$ cat config.mk
export PLATFORM = sky130hd
export DESIGN_NAME = controller_sequencer
export DESIGN_NICKNAME = d
export VERILOG_FILES = /design/src/rtl/controller_sequencer.sv
export SDC_FILE = /design/constraint.sdc
export NUM_CORES = 1
export LEC_CHECK = 0
export CAP_MARGIN = 20
export CORE_AREA = 2 2 39 41
export DETAILED_ROUTE_END_ITERATION = 16
export DIE_AREA = 0 0 41 43
export DONT_BUFFER_PORTS = 1
export SYNTH_ARGS = -nofsm -noshare
export SYNTH_HDL_FRONTEND = slang
export SYNTH_SLANG_ARGS = --single-unit
$ cat constraint.sdc
create_clock -name CLK -period 2 [get_ports CLK]
set_clock_uncertainty 0.1 [all_clocks]
set_input_delay 0.5 -clock CLK [delete_from_list [all_inputs] [get_ports CLK]]
set_output_delay 0.5 -clock CLK [all_outputs]
set_load 0.005 [all_outputs]
$ cat src/rtl/controller_sequencer.sv
// controller_sequencer: SAP-1 T1-T6 ring counter and opcode decode into the 12-bit control word.
// A halted machine is encoded as the all-zero ring state, so HLT comes straight from the state register.
module controller_sequencer (
    input  logic        CLK,
    input  logic        CLR,
    input  logic [3:0]  instr_in,
    output logic [11:0] con,
    output logic [5:0]  t_state,
    output logic        HLT
);
    typedef enum logic [5:0] {
        HALTED = 6'b000000,
        T1     = 6'b000001,
        T2     = 6'b000010,
        T3     = 6'b000100,
        T4     = 6'b001000,
        T5     = 6'b010000,
        T6     = 6'b100000
    } state_t;

    localparam logic [11:0] IDLE = 12'h3E3;

    state_t state, next;

    always_ff @(posedge CLK) begin
        if (CLR) state <= T1;
        else     state <= next;
    end

    // Execute words depend on the opcode only in T4-T6; fetch words are fixed.
    always_comb begin
        next = state;
        con  = IDLE;
        case (state)
            T1: begin
                con  = 12'h5E3;
                next = T2;
            end
            T2: begin
                con  = 12'hBE3;
                next = T3;
            end
            T3: begin
                con  = 12'h263;
                next = T4;
            end
            T4: begin
                con  = (instr_in <= 4'h2) ? 12'h1A3 : (instr_in == 4'hE) ? 12'h3F2 : IDLE;
                next = (instr_in == 4'hF) ? HALTED : T5;
            end
            T5: begin
                con  = (instr_in == 4'h0) ? 12'h2C3 : (instr_in <= 4'h2) ? 12'h2E1 : IDLE;
                next = T6;
            end
            T6: begin
                con  = (instr_in == 4'h1) ? 12'h3C7 : (instr_in == 4'h2) ? 12'h3CF : IDLE;
                next = T1;
            end
            HALTED: next = HALTED;
            default: next = T1;
        endcase
    end

    assign t_state = state;
    assign HLT     = (state == HALTED);

    // At most one driver on the W bus: Ep, Ei_bar low, Ea, Eu, CE_bar low.
    bus_one_driver: assert property (@(posedge CLK)
        $countones({con[10], ~con[6], con[4], con[2], ~con[8]}) <= 1);
endmodule

==> impl_metrics.py, run 1 <==
metrics = {
    "run_status": {
        "status": "finished with violations",
        "violations": "negative setup slack",
    },
    "synth": {
        "synth_flop_cell": "dfxtp_1",
        "ys_warn_count": 0,
        "yosysUniqueCellTypes": 34,
        "synth_top_area_cell": "dfxtp_1",
        "yosysSeqAreaShare_pct": 24.06,
        "synth.area.top_cells": "dfxtp_1 (24%), nor3_1 (7.0%), nor2_1 (6.8%)",
        "avgSynthCellArea_um2": 7.451,
        "synth.top_cell.area_share_pct": 24.06,
        "synth_edf_count": 0,
        "syn_area_um2": 499.2,
        "syn_inst": 67,
        "ys_ff_latch": 6,
        "syn_nets": 73,
        "synthArstFlopShare_pct": 0,
    },
    "sta": {
        "hold_violations": 0,
        "rsz0062_at_grt": "yes",
        "finalSetupViolCount": 6,
        "finalCritPeriodShare_pct": 108.8,
        "slew_violations": 0,
        "period_needed_ps": 2175,
        "maxSlewHeadroom_pct": 66.76,
        "tightest_slew_ps": 495.6,
        "max_freq_mhz": 459.7,
        "fin_ws_ps": -175.1,
    },
    "die": {
        "start_util_pct": 36.08,
        "die_area_um2": 1763,
        "io_pins": 25,
        "core-area_um2": 1384,
        "die_x_um": 41,
        "num_rows": 14,
        "die_h_um": 43,
    },
    "global_route": {
        "grt_antenna_before_repair": 0,
        "gr-total-overflow": 0,
        "grt_usage_pct": 17.22,
        "grt_first_pass_wirelength_um": 2042,
        "grt_pass1_vias": 485,
        "grt_max_degree": 13,
    },
    "route": {
        "via_per_inst": 5.677,
        "ant_nets": 0,
        "vias": 528,
        "wire_per_inst_um": 14.80,
        "first_pass_iters": 4,
        "routed_wl_um": 1376,
        "drcViolationCount": 0,
        "drt_iter0_markers": 10,
    },
    "layout": {
        "regArea_um2": 122.6,
        "multi_input_area_um2": 407.9,
        "area_growth_syn_to_layout_pct": 38.35,
        "final_cell_mix": "buf_4 (7), nor3_1 (6), nor2_1 (6), buf_6 (5)",
        "fillCellCount": 138,
        "diodes": 0,
        "drive_gt1_share_pct": 38.96,
        "final_common_cell": "buf_4",
        "final_cells": 93,
        "nNetsFinal": 85,
        "largest_reg_flops": 6,
    },
    "power_and_ir_drop": {
        "cellPowerDensity_nw_per_um2": 510.5,
        "intPower_uw": 251.7,
        "p_clk_share_pct": 31.4,
        "leakagePower_uw": 0.0002653,
        "pwr-share-comb_pct": 32.2,
        "irDropWorstVdd_mv": 0.1624,
        "p_sw_share_pct": 28.60,
        "power_switching_uw": 100.9,
        "pwr-share-seq_pct": 36.4,
    },
    "clock_network": {
        "cts.sinks": 6,
        "clk_latency_ps": 240,
        "clockBufferDepth": 2,
        "cts_buffers": 3,
        "root_buffer": "clkbuf_4",
        "htree_levels": 1,
        "clkTransAtPathRegs_ps": 40,
        "cts_tree": "yes",
        "cts_hold_buf": 0,
    },
    "setup_path": {
        "worstPathArrival_ps": 1580,
        "path_class": "reg -> out",
        "cp-start-kind": "flop",
        "critPathMaxFanout": 3,
        "cp-end-kind": "primary output",
        "cp.required_ps": 1400,
    },
    "min_path": {
        "hp-class": "in -> reg",
    },
    "placement": {
        "dp_slack_ps": 60.96,
        "placed_cells": 88,
        "port_buffers": 0,
        "dp_hpwl_um": 949.3,
        "gp_congestion": 0.7558,
    },
    "job": {
        "drv_cap": 0,
    },
}
[per-stage QoR]
stage          setup TNS (ps)  area, um^2  utilization (%)  power (uW)  hold slack, ps
2_1_floorplan          -2.393       501.7                -       192.9           472.4
3_3_place_gp                0       571.8            41.32       220.3           465.9
3_5_place_dp                0       571.8            41.32       220.5           455.9
4_1_cts                -669.9       671.9            48.55       355.6           215.4
5_1_grt                 -1221       690.7            49.91       376.1           209.2
6_report               -611.3       690.7            49.91       352.6           219.7
[critical path, stage by stage, from the launching register on]
cell	delay, ps
dfxtp_1	300
or4_4	580
nor3_4	140
nand3b_1	120
nor3b_2	190
[power by group through the flow]
stage	clock [uW]	combinational, uW	sequential [uW]
2_1_floorplan	0	62.1	131
4_1_cts	115	112	128
6_report	111	114	128
5_1_grt	123	124	128
3_3_place_gp	0	90.1	130
3_5_place_dp	0	90.4	130
[path summary, 6_finish.rpt]
path	startpoint	end	slack, ps	depth (start not counted)
setup / recovery	t_state[0]	con[3]	-180	4
hold / removal	CLR	t_state[2]	220	1
setup reg to reg	t_state[3]	t_state[4]	570	5
hold reg to reg	t_state[0]	t_state[5]	480	2
[synthesized netlist by cell type (2+ instances only)]
library cell / instances
mux2i_1: 2
o21ai_0: 3
nor4_1: 2
nand2b_1: 2
xor2_1: 2
clkbuf_1: 3
nand2_1: 5
nor3_1: 7
nor2_1: 9
nand3b_1: 2
dfxtp_1: 6
buf_2: 2
[routing by layer]
layer | wire [um] | vias up | part of all wire, % | track usage, %
met1 | 586 | 239 | 43 | 20.13
met5 | 0 | - | 0 | 0
met3 | 114 | 4 | 8.3 | 6.283
li1 | - | 264 | - | -
met2 | 654 | 21 | 48 | 25.62
met4 | 21 | 0 | 1.5 | 10.00
[final cells by class]
cell class | count | area share [%]
flip-flops and latches | 6 | 17.75
inverters | 1 | 0.5435
multi-input cells | 54 | 59.06
clock buffers | 3 | 3.261
well taps | 16 | 2.899
repair buffers | 13 | 16.49
[repair_timing]
item / CTS / global route
resized for setup: 15 / 6
gates cloned: 1 / 0
setup buffers: 1 / 0
pin swaps: 4 / 2
endpoints found under the setup margin: 9 / 10
[kinds of logic after synthesis]
kind of cell	count (synthesis)	synth area share, %
compound gates	9	12.28
xor+xnor	3	5.264
fa+ha+maj	1	2.005
buf+inv	7	7.267
flops	6	24.06
mux	2	4.010
simple gates	39	45.11
Power figures use the tool's default switching activity.
==> run 2, diff against run 1 <==
- CTS_CLUSTER_DIAMETER: unset -> 50
==> results of run 2 <==
Same layout as run 1: the final DEF is identical, and so are final timing and power.
==> run 3, diff against run 2 <==
- ABC_CLOCK_PERIOD_IN_PS: unset -> 2000
- SLEW_MARGIN: unset -> 0
==> results of run 3 <==
Same layout as run 1: the final DEF is identical, and so are final timing and power.
